<file path="src/rtl/zl_ts_sync_ctrl.sv">
// Transport-stream sync acquisition: hunts for 0x47/0xB8 sync bytes, verifies packet
// alignment, then forwards locked packets through a one-deep output register with arm tags.
module zl_ts_sync_ctrl #(
  parameter int unsigned Packet_len   = 204,
  parameter int unsigned Lock_count   = 3,
  parameter int unsigned Unlock_count = 3,
  parameter int unsigned N_arms       = 12
) (
  input  logic        clk,
  input  logic        rst_n,
  input  logic        data_in_req,
  output logic        data_in_ack,
  input  logic [7:0]  data_in,
  output logic        data_out_req,
  input  logic        data_out_ack,
  output logic [7:0]  data_out,
  output logic        data_out_sop,
  output logic [3:0]  data_out_arm,
  output logic        locked,
  output logic [15:0] sync_err_count
);

  localparam int unsigned PosW   = (Packet_len > 1) ? $clog2(Packet_len) : 1;
  localparam int unsigned CntMax = (Lock_count > Unlock_count) ? Lock_count : Unlock_count;
  localparam int unsigned CntW   = $clog2(CntMax + 1);

  localparam logic [PosW-1:0] PosLast = PosW'(Packet_len - 1);
  localparam logic [3:0]      ArmLast = 4'(N_arms - 1);
  localparam logic [CntW-1:0] LockN   = CntW'(Lock_count);
  localparam logic [CntW-1:0] UnlockN = CntW'(Unlock_count);

  typedef enum logic [1:0] {
    HUNT,
    VERIFY,
    LOCK
  } state_e;

  state_e          state_q, state_d;
  logic [PosW-1:0] pos_q, pos_d;
  logic [3:0]      arm_q, arm_d;
  logic [CntW-1:0] vcnt_q, vcnt_d;
  logic [CntW-1:0] mcnt_q, mcnt_d;
  logic [15:0]     err_q, err_d;
  logic [7:0]      dout_q, dout_d;
  logic            req_q, req_d;
  logic            sop_q, sop_d;
  logic [3:0]      oarm_q, oarm_d;

  logic            in_xfer;
  logic            is_sync;
  logic            at_sop;
  logic            fwd;
  logic [PosW-1:0] pos_inc;
  logic [3:0]      arm_inc;
  logic [CntW-1:0] vcnt_inc;
  logic [CntW-1:0] mcnt_inc;

  // In LOCK a byte may only be taken when the output register is free or draining.
  assign data_in_ack = data_in_req && (state_q != LOCK || !req_q || data_out_ack);
  assign in_xfer     = data_in_req && data_in_ack;
  assign is_sync     = (data_in == 8'h47) || (data_in == 8'hB8);
  assign at_sop      = (pos_q == '0);

  // arm_q runs alongside pos_q as pos mod N_arms; both wrap together at packet end.
  assign pos_inc  = (pos_q == PosLast) ? '0 : pos_q + PosW'(1);
  assign arm_inc  = (pos_q == PosLast || arm_q == ArmLast) ? '0 : arm_q + 4'd1;
  assign vcnt_inc = vcnt_q + CntW'(1);
  assign mcnt_inc = mcnt_q + CntW'(1);

  always_comb begin
    state_d = state_q;
    pos_d   = pos_q;
    arm_d   = arm_q;
    vcnt_d  = vcnt_q;
    mcnt_d  = mcnt_q;
    err_d   = err_q;
    fwd     = 1'b0;
    if (in_xfer) begin
      case (state_q)
        HUNT: begin
          if (is_sync) begin
            state_d = VERIFY;
            vcnt_d  = CntW'(1);
            pos_d   = pos_inc;
            arm_d   = arm_inc;
          end
        end
        VERIFY: begin
          pos_d = pos_inc;
          arm_d = arm_inc;
          if (at_sop) begin
            if (is_sync) begin
              vcnt_d = vcnt_inc;
              if (vcnt_inc == LockN) begin
                state_d = LOCK;
                vcnt_d  = '0;
                fwd     = 1'b1;
              end
            end else begin
              state_d = HUNT;
              vcnt_d  = '0;
              pos_d   = '0;
              arm_d   = '0;
            end
          end
        end
        LOCK: begin
          pos_d = pos_inc;
          arm_d = arm_inc;
          fwd   = 1'b1;
          if (at_sop) begin
            if (is_sync) begin
              mcnt_d = '0;
            end else begin
              if (err_q != '1) err_d = err_q + 16'd1;
              mcnt_d = mcnt_inc;
              if (mcnt_inc == UnlockN) begin
                state_d = HUNT;
                mcnt_d  = '0;
                pos_d   = '0;
                arm_d   = '0;
                fwd     = 1'b0;
              end
            end
          end
        end
        default: begin
          state_d = HUNT;
          pos_d   = '0;
          arm_d   = '0;
          vcnt_d  = '0;
          mcnt_d  = '0;
        end
      endcase
    end
  end

  // Output stage: a new forward overwrites only a byte that is leaving this same cycle.
  always_comb begin
    dout_d = dout_q;
    req_d  = req_q;
    sop_d  = sop_q;
    oarm_d = oarm_q;
    if (fwd) begin
      dout_d = data_in;
      req_d  = 1'b1;
      sop_d  = at_sop;
      oarm_d = arm_q;
    end else if (req_q && data_out_ack) begin
      req_d = 1'b0;
    end
  end

  always_ff @(posedge clk or negedge rst_n) begin
    if (!rst_n) begin
      state_q <= HUNT;
      pos_q   <= '0;
      arm_q   <= '0;
      vcnt_q  <= '0;
      mcnt_q  <= '0;
      err_q   <= '0;
      dout_q  <= '0;
      req_q   <= 1'b0;
      sop_q   <= 1'b0;
      oarm_q  <= '0;
    end else begin
      state_q <= state_d;
      pos_q   <= pos_d;
      arm_q   <= arm_d;
      vcnt_q  <= vcnt_d;
      mcnt_q  <= mcnt_d;
      err_q   <= err_d;
      dout_q  <= dout_d;
      req_q   <= req_d;
      sop_q   <= sop_d;
      oarm_q  <= oarm_d;
    end
  end

  assign data_out_req   = req_q;
  assign data_out       = dout_q;
  assign data_out_sop   = sop_q;
  assign data_out_arm   = oarm_q;
  assign locked         = (state_q == LOCK);
  assign sync_err_count = err_q;

endmodule

</file>
<file path="config.mk">
export PLATFORM = sky130hd
export DESIGN_NAME = zl_ts_sync_ctrl
export DESIGN_NICKNAME = d
export VERILOG_FILES = /design/src/rtl/zl_ts_sync_ctrl.sv
export SDC_FILE = /design/constraint.sdc
export NUM_CORES = 1
export LEC_CHECK = 0
export ABC_CLOCK_PERIOD_IN_PS = 3100
export CAP_MARGIN = 20
export CORE_MARGIN = 8
export CORE_UTILIZATION = 35
export DETAILED_ROUTE_END_ITERATION = 6
export HOLD_SLACK_MARGIN = 0.1
export SETUP_SLACK_MARGIN = 0.15
export SYNTH_ARGS = -nofsm -noshare
export SYNTH_HDL_FRONTEND = slang
export SYNTH_SLANG_ARGS = --single-unit
export TNS_END_PERCENT = 10
</file>
<file path="constraint.sdc">
create_clock -name clk -period 3.1 [get_ports clk]
set_input_delay 0.93 -clock clk [delete_from_list [all_inputs] [get_ports clk]]
set_output_delay 0.93 -clock clk [all_outputs]
set_load 0.05 [all_outputs]
</file>
==> results of run 1 <==
per-stage QoR:
step                setup WS (ps)  TNS, ps  hold WS (ps)  total power, mW
floorplan                   402.1        0         470.3            1.109
global placement            10.69        0         484.9            1.259
detailed placement         -44.98   -458.2         483.4            1.262
CTS                         190.6        0         497.3            1.667
global route                165.6        0         530.8            1.766
finish                      222.0        0         489.4            1.650
path summary, 6_finish.rpt:
| kind | start | to | slack, ps | cells after the start |
|---|---|---|---|---|
| worst max-delay path | data_out_ack | data_in_ack | 220 | 5 |
| worst min register to register | sync_err_count[12]$_DFFE_PN0P_ | sync_err_count[12]$_DFFE_PN0P_ | 490 | 1 |
| max in group asynchronous | rst_n | pos_q[3]$_DFFE_PN0P_ | 1950 | 2 |
| worst max register to register | pos_q[0]$_DFFE_PN0P_ | mcnt_q[0]$_DFFE_PN0P_ | 780 | 7 |
| min in group asynchronous | rst_n | arm_q[2]$_DFFE_PN0P_ | 710 | 2 |
| worst min-delay path | sync_err_count[12]$_DFFE_PN0P_ | sync_err_count[12]$_DFFE_PN0P_ | 490 | 1 |
registers in the layout, indices dropped and copies added, names as in the netlist:
name / flops
mcnt_q: 2
data_out_sop: 1
state_q: 2
sync_err_count: 16
pos_q: 8
vcnt_q: 2
arm_q: 4
data_out_req: 1
data_out: 8
data_out_arm: 4
cell type report:
cell class / count / area share [%]
Clock buffer: 6 / 2.484
Clock inverter: 2 / 0.4140
Inverter: 13 / 1.468
Multi-Input combinational cell: 170 / 38.24
Sequential cell: 48 / 36.13
Tap cell: 99 / 3.726
Timing Repair Buffer: 63 / 17.54
synth_stat cells, drive strengths merged (3+ instances only):
master  count
nor2b       4
inv        13
ha          8
nand2      22
nand3      16
nand4      11
nor3        6
a32oi       3
mux2       16
dfrtp      48
a21oi       3
o31ai       5
clkbuf      3
and3        5
o21ai       6
and4        4
o22ai       6
xnor2      14
and2        3
nor4b       5
nand2b      4
a31oi       6
buf         3
nor2        3
power by group:
part / internal (mW) / switching, mW / total, mW / leakage (nW)
Sequential: 0.705 / 0.120 / 0.825 / 0.644
Combinational: 0.197 / 0.230 / 0.427 / 0.700
Clock: 0.183 / 0.215 / 0.398 / 0.0516
Total: 1.09 / 0.564 / 1.65 / 1.40
routing by layer:
metal  global-route usage [%]  vias up  routed length (um)
met1                    16.50      985                3039
li1                         -      999                   -
met4                    2.062        0                  18
met2                    17.76       39                2485
met5                        0        -                   0
met3                    3.574        2                 297
kinds of logic (layout without fill, tap and decap cells):
group / after synthesis / in the layout
AO/OA/AOI/OAI: 36 / 36
XOR/XNOR: 15 / 15
adder cells (fa/ha/maj): 8 / 8
buffers and inverters: 19 / 84
flip-flops: 48 / 48
multiplexers: 18 / 18
AND/OR/NAND/NOR: 93 / 93
critical path: cells and delay by family:
family                 cells  cell delay (ps)
AND/OR/NAND/NOR            2              270
buffers and inverters      3              750
repair_timing:
item,4_1_cts,5_1_grt
resized for setup,1,1
endpoints found under the setup margin,1,1
buffers inserted,0,1
hold buffers,0,0
==> results by group, run 1 <==
Status
  – Status: finished clean

Setup path
  – Critical Path AT: approximately 2000 ps
  – Crit-path cells: clkdlybuf4s50_1, nand3b_1, nand2_2, inv_2, buf_12
  – Worst-path fanout max: 3
  – CP Class: in2out
  – Worst setup EP type: output port
  – CP required: 2170 ps
  – Crit-path slowest cell: clkdlybuf4s50_1
  – Max incr delay on CP: 480 ps
  – CP Launch Type: primary input

Timing
  – Slew @ Worst Pin: around 600 ps
  – Rel. slew slack: between 50% and 60%
  – # setup viols final: 0
  – Final min period: ~2900 ps
  – Fin. Hold Viols: 0
  – Final max-slew violation count: 0
  – RSZ-0062 raised after global routing: false
  – Setup Skew: 12.02 ps
  – Fmax: ~350 MHz
  – Period Utilization, post-route: roughly 93%

Route
  – DRC errors left: 0
  – Vias post-DR: about 2000
  – DR pass1 iterations: 4
  – Final ANT Viol Nets: 0
  – Drt wl/cell: about 15 um
  – DR vias/cell: about 5
  – Post-Route WL: approximately 5800 um
  – First DRT Iteration DRCs: 114

Floorplanning
  – Die area: ~0.01 mm^2
  – CORE AREA: 0.007137 mm^2
  – Die Wd: slightly above 100 um
  – Num rows: 31
  – Die height: 101.3 um
  – Ports: 44
  – Starting density of the core: 35.69%

Layout
  – Finished Layout Cells: roughly 400
  – Most common cell after layout, fill and taps aside: dfrtp_1
  – Filler Cells Inserted: 694
  – Fin nets: ~320
  – Utilization after layout: between 40 and 50%
  – N_diodes: 0
  – P&R area growth vs syn: 30.50%
  – Register Area: 0.001201 mm^2
  – Multi-input gate area: between 0.001 and 0.0015 mm^2
  – Share of cells above drive strength 1: 20.20%
  – Most frequent cells in the layout: 48 x dfrtp_1, 40 x clkdlybuf4s50_1, 21 x buf_4, 20 x nand2_1, 16 x nand3_1
  – Final instance area: between 0.003 and 0.004 mm^2

Synth
  – Adder-cell share of the synthesized area: under 10%
  – Number of synthesized flops with an enable pin: 0
  – Post-synthesis register bit count: between 40 and 50
  – Syn nets: 257
  – Netlist cell types: 52
  – Seq/Total Area, Yosys: a little under half
  – Mapped Cells: around 240
  – Compound-Gate Fraction of Synth Area: about a tenth
  – Largest family of logic cells by synthesized area: simple AND/OR/NAND/NOR gates
  – Synth Area per Inst: ~11 um^2
  – Post-synthesis xor/xnor area fraction: 5.157%
  – Multiplexer area fraction after synthesis: under 10%
  – Cell taking the most area after synthesis: dfrtp_1
  – Synth Area in Simple Gates: 22.45%
  – Share of the synthesized area in the top cell type: between 40% and 50%
  – Post-Syn Area: 0.002547 mm^2
  – Dominant cells by area after synthesis: dfrtp_1 47%, mux2_2 6.6%, xnor2_1 4.8%
  – Synth Warn #: 0
  – Fraction of registers with async set/reset: 100.0%
  – Main flop type after synthesis: dfrtp_1

Clocking
  – Clock slew at reported path FFs: around 90 ps
  – CTS root buffer: clkbuf_8
  – Num CTS Buffers: 5
  – H-tree depth: 2
  – Longest Clk Path Bufs: 2
  – Worst-Skew Late Latency: between 200 and 300 ps
  – CTS tree: built
  – CTS Sinks: 48

Global routing
  – Global-route wire length before repair: 9867 um
  – Vias in the first global route: just over 2000
  – GRT overflow: 0
  – Total Routing Usage GR: between 10% and 20%
  – Largest net degree at the start of global routing: slightly below 50
  – Antenna violations before repair: 0

Placement
  – Routability Congestion: between 0.8 and 0.9
  – DP Wirelength: around 4300 um
  – Number of cells after detailed placement: about 390
  – Port-buffer cells: 43
  – Placed Area: ~0.0032 mm^2

Power and ir drop
  – Peak VDD IR: 0.0002092 V
  – Pleak: about 1.4 nW
  – Pwr/cell area: 496.3 mW/mm^2

Worst hold path
  – Worst min-delay path class: reg2reg

Job
  – Max Cap Viol: 0
Power figures use the tool's default switching activity.
==> run 2, diff against run 1 <==
Settings changed: ABC_CLOCK_PERIOD_IN_PS 3100 to 2400.
Clock period 3.1 ns to 2.4 ns, I/O delays scaled along.
==> results by group, run 2 (same netlist as run 1, synthesis figures left out) <==
Timing
  – RSZ-0062 raised after global routing: true (was false)
  – # setup viols final: 0 (unchanged)
  – Fin. Hold Viols: 0 (unchanged)
  – Final min period: 2308 ps
  – Period Utilization, post-route: 96.16%
  – Rel. slew slack: 59.55% (was 59.31%)
  – Slew @ Worst Pin: 602.1 ps (was 610.4 ps)
  – Fmax: approximately 430 MHz
  – Setup Skew: 8.164 ps (was 12.02 ps)
  – Final max-slew violation count: 0 (unchanged)

Route
  – First DRT Iteration DRCs: 53 (was 114)
  – Drt wl/cell: 14.82 um (was 14.56 um)
  – DR pass1 iterations: 4 (unchanged)
  – Vias post-DR: 2101 (was 2025)
  – Post-Route WL: 6211 um (was 5840 um)
  – DR vias/cell: 5.014 (was 5.050)
  – DRC errors left: 0 (unchanged)
  – Final ANT Viol Nets: 0 (unchanged)

Layout
  – Share of cells above drive strength 1: 27.81% (was 20.20%)
  – P&R area growth vs syn: 39.78% (was 30.50%)
  – Largest register FFs: 16 (unchanged)
  – N_diodes: 0 (unchanged)
  – Fin nets: 339 (was 321)
  – Filler Cells Inserted: 678 (was 694)
  – Most common cell after layout, fill and taps aside: dfrtp_1 (unchanged)
  – Utilization after layout: 49.89% (was 46.58%)
  – Most frequent cells in the layout: 48 x dfrtp_1, 36 x buf_4, 27 x clkdlybuf4s50_1, 20 x nand2_1 (was 48 x dfrtp_1, 40 x clkdlybuf4s50_1, 21 x buf_4, 20 x nand2_1, 16 x nand3_1)

Clocking
  – Clock slew at reported path FFs: 90 ps (about the same)
  – H-tree depth: 2 (unchanged)
  – CTS root buffer: clkbuf_8 (unchanged)
  – Longest Clk Path Bufs: 2 (unchanged)
  – Num CTS Buffers: 5 (unchanged)
  – CTS Hold Bufs: 0 (unchanged)
  – CTS Sinks: 48 (unchanged)
  – Worst-Skew Late Latency: 300 ps (was 290 ps)
  – CTS tree: built (unchanged)

Setup path
  – CP Launch Type: flop (was primary input)
  – Delay-heaviest family, CP: buffers and inverters (unchanged)
  – Worst-path fanout max: 5 (was 3)
  – Crit path buf inv count: 1 (was 3)
  – CP required: 1680 ps (was 2170 ps)
  – Crit-path slowest cell: clkdlybuf4s50_1 (unchanged)
  – CP Class: reg2out (was in2out)
  – Max incr delay on CP: 850 ps (was 480 ps)
  – Worst setup EP type: output port (unchanged)
  – Crit-path cells: clkdlybuf4s50_1 (was clkdlybuf4s50_1, nand3b_1, nand2_2, inv_2, buf_12)
  – Critical Path AT: 1590 ps (was 1950 ps)

Status
  – Status: finished clean (unchanged)

Worst hold path
  – Worst min-delay path class: in2async (was reg2reg)

Placement
  – Routability Congestion: 0.8683 (was 0.8273)
  – Port-buffer cells: 43 (unchanged)
  – DP Wirelength: 4490 um (was 4285 um)

Power and ir drop
  – Pwr/cell area: 614.4 mW/mm^2 (was 496.3 mW/mm^2)
  – Peak VDD IR: 0.0002717 V (was 0.0002092 V)
  – Total Power: 2.188 mW (was 1.650 mW)
  – Pleak: 1.557 nW (was 1.396 nW)

Global routing
  – GRT overflow: 0 (unchanged)
  – Global-route wire length before repair: 10290 um (was 9867 um)
  – Vias in the first global route: 2128 (was 2066)
  – Largest net degree at the start of global routing: 34 (was 49)
  – Total Routing Usage GR: 12.49% (was 11.84%)
  – Antenna violations before repair: 0 (unchanged)

Floorplanning
  – Die Wd: 101.3 um (unchanged)
  – Die area: 0.01026 mm^2 (unchanged)
  – Die height: 101.3 um (unchanged)
  – Starting density of the core: 35.69% (unchanged)
  – Num rows: 31 (unchanged)
  – Ports: 44 (unchanged)
  – CORE AREA: 0.007137 mm^2 (unchanged)

Job
  – Max Cap Viol: 0 (unchanged)
-- run 2: changes by cell type in the layout (fill, tap and decap cells not counted), moves of 2 or more --
cell             previous run  this run
buf_4                      21        36
dlymetal6s2s_1              0         3
nor4b_4                     1         5
buf_6                       0         2
nor4b_1                     3         0
clkdlybuf4s50_1            40        27
dlygate4sd2_1               0         9
-- run 2: power by group --
group	internal, mW	switching (mW)	leakage (nW)
sequential	0.911	0.146	0.644
clock	0.203	0.270	0.0479
combinational	0.315	0.342	0.865
-- run 2: final timing paths --
kind / endpoint / depth (start not counted) / slack (ps) / startpoint
max: sync_err_count[4] / 1 / 90 / sync_err_count[4]$_DFFE_PN0P_
min: mcnt_q[0]$_DFFE_PN0P_ / 1 / 330 / rst_n
max reg2reg: sync_err_count[7]$_DFFE_PN0P_ / 10 / 150 / pos_q[1]$_DFFE_PN0P_
min reg2reg: sync_err_count[12]$_DFFE_PN0P_ / 1 / 510 / sync_err_count[12]$_DFFE_PN0P_
max in group asynchronous: pos_q[3]$_DFFE_PN0P_ / 2 / 1560 / rst_n
min in group clk: sync_err_count[12]$_DFFE_PN0P_ / 1 / 510 / sync_err_count[12]$_DFFE_PN0P_
-- run 2: area by class of cell --
cell class	instances	area [um^2]	area share (%)
tap	99	123.9	3.479
clock inverter	3	18.77	0.5271
inverter	13	52.55	1.476
timing repair buffer	81	734.5	20.63
multi-input combinational	170	1361	38.23
clock buffer	5	68.82	1.933
sequential	48	1201	33.73
-- run 2: repair_timing --
action                     in CTS  in global routing
pin swaps                       4                  1
buffers inserted                5                  7
setup endpoints to repair      53                 44
resized for setup              20                  5
-- run 2: routing by layer --
metal  wire length [um]  up-vias  track usage, %
met5                  0        -               0
met4                 53        0           4.009
met3                383        7           4.124
met2               2915       41           19.33
met1               2858     1018           16.04
li1                   -     1035               -
-- run 2: stage by stage --
step / TNS [ps] / area [um^2] / cells / setup slack (ps) / hold slack [ps]
after floorplan: 0 / 2611 / 237 / 119.6 / 424.4
after global placement: -12780 / 3327 / 399 / -422.4 / 482.2
after detailed placement: -13250 / 3327 / 399 / -396.7 / 490.5
after CTS: 0 / 3491 / 412 / 61.69 / 327.3
after global routing: 0 / 3561 / 419 / 18.47 / 342.8
final: 0 / 3561 / 419 / 92.25 / 325.7
==> run 3, diff against run 2 <==
Settings changed: SLEW_MARGIN from default to 0.
==> results of run 3 <==
The final DEF is identical to that of run 2; final timing and power are the same.
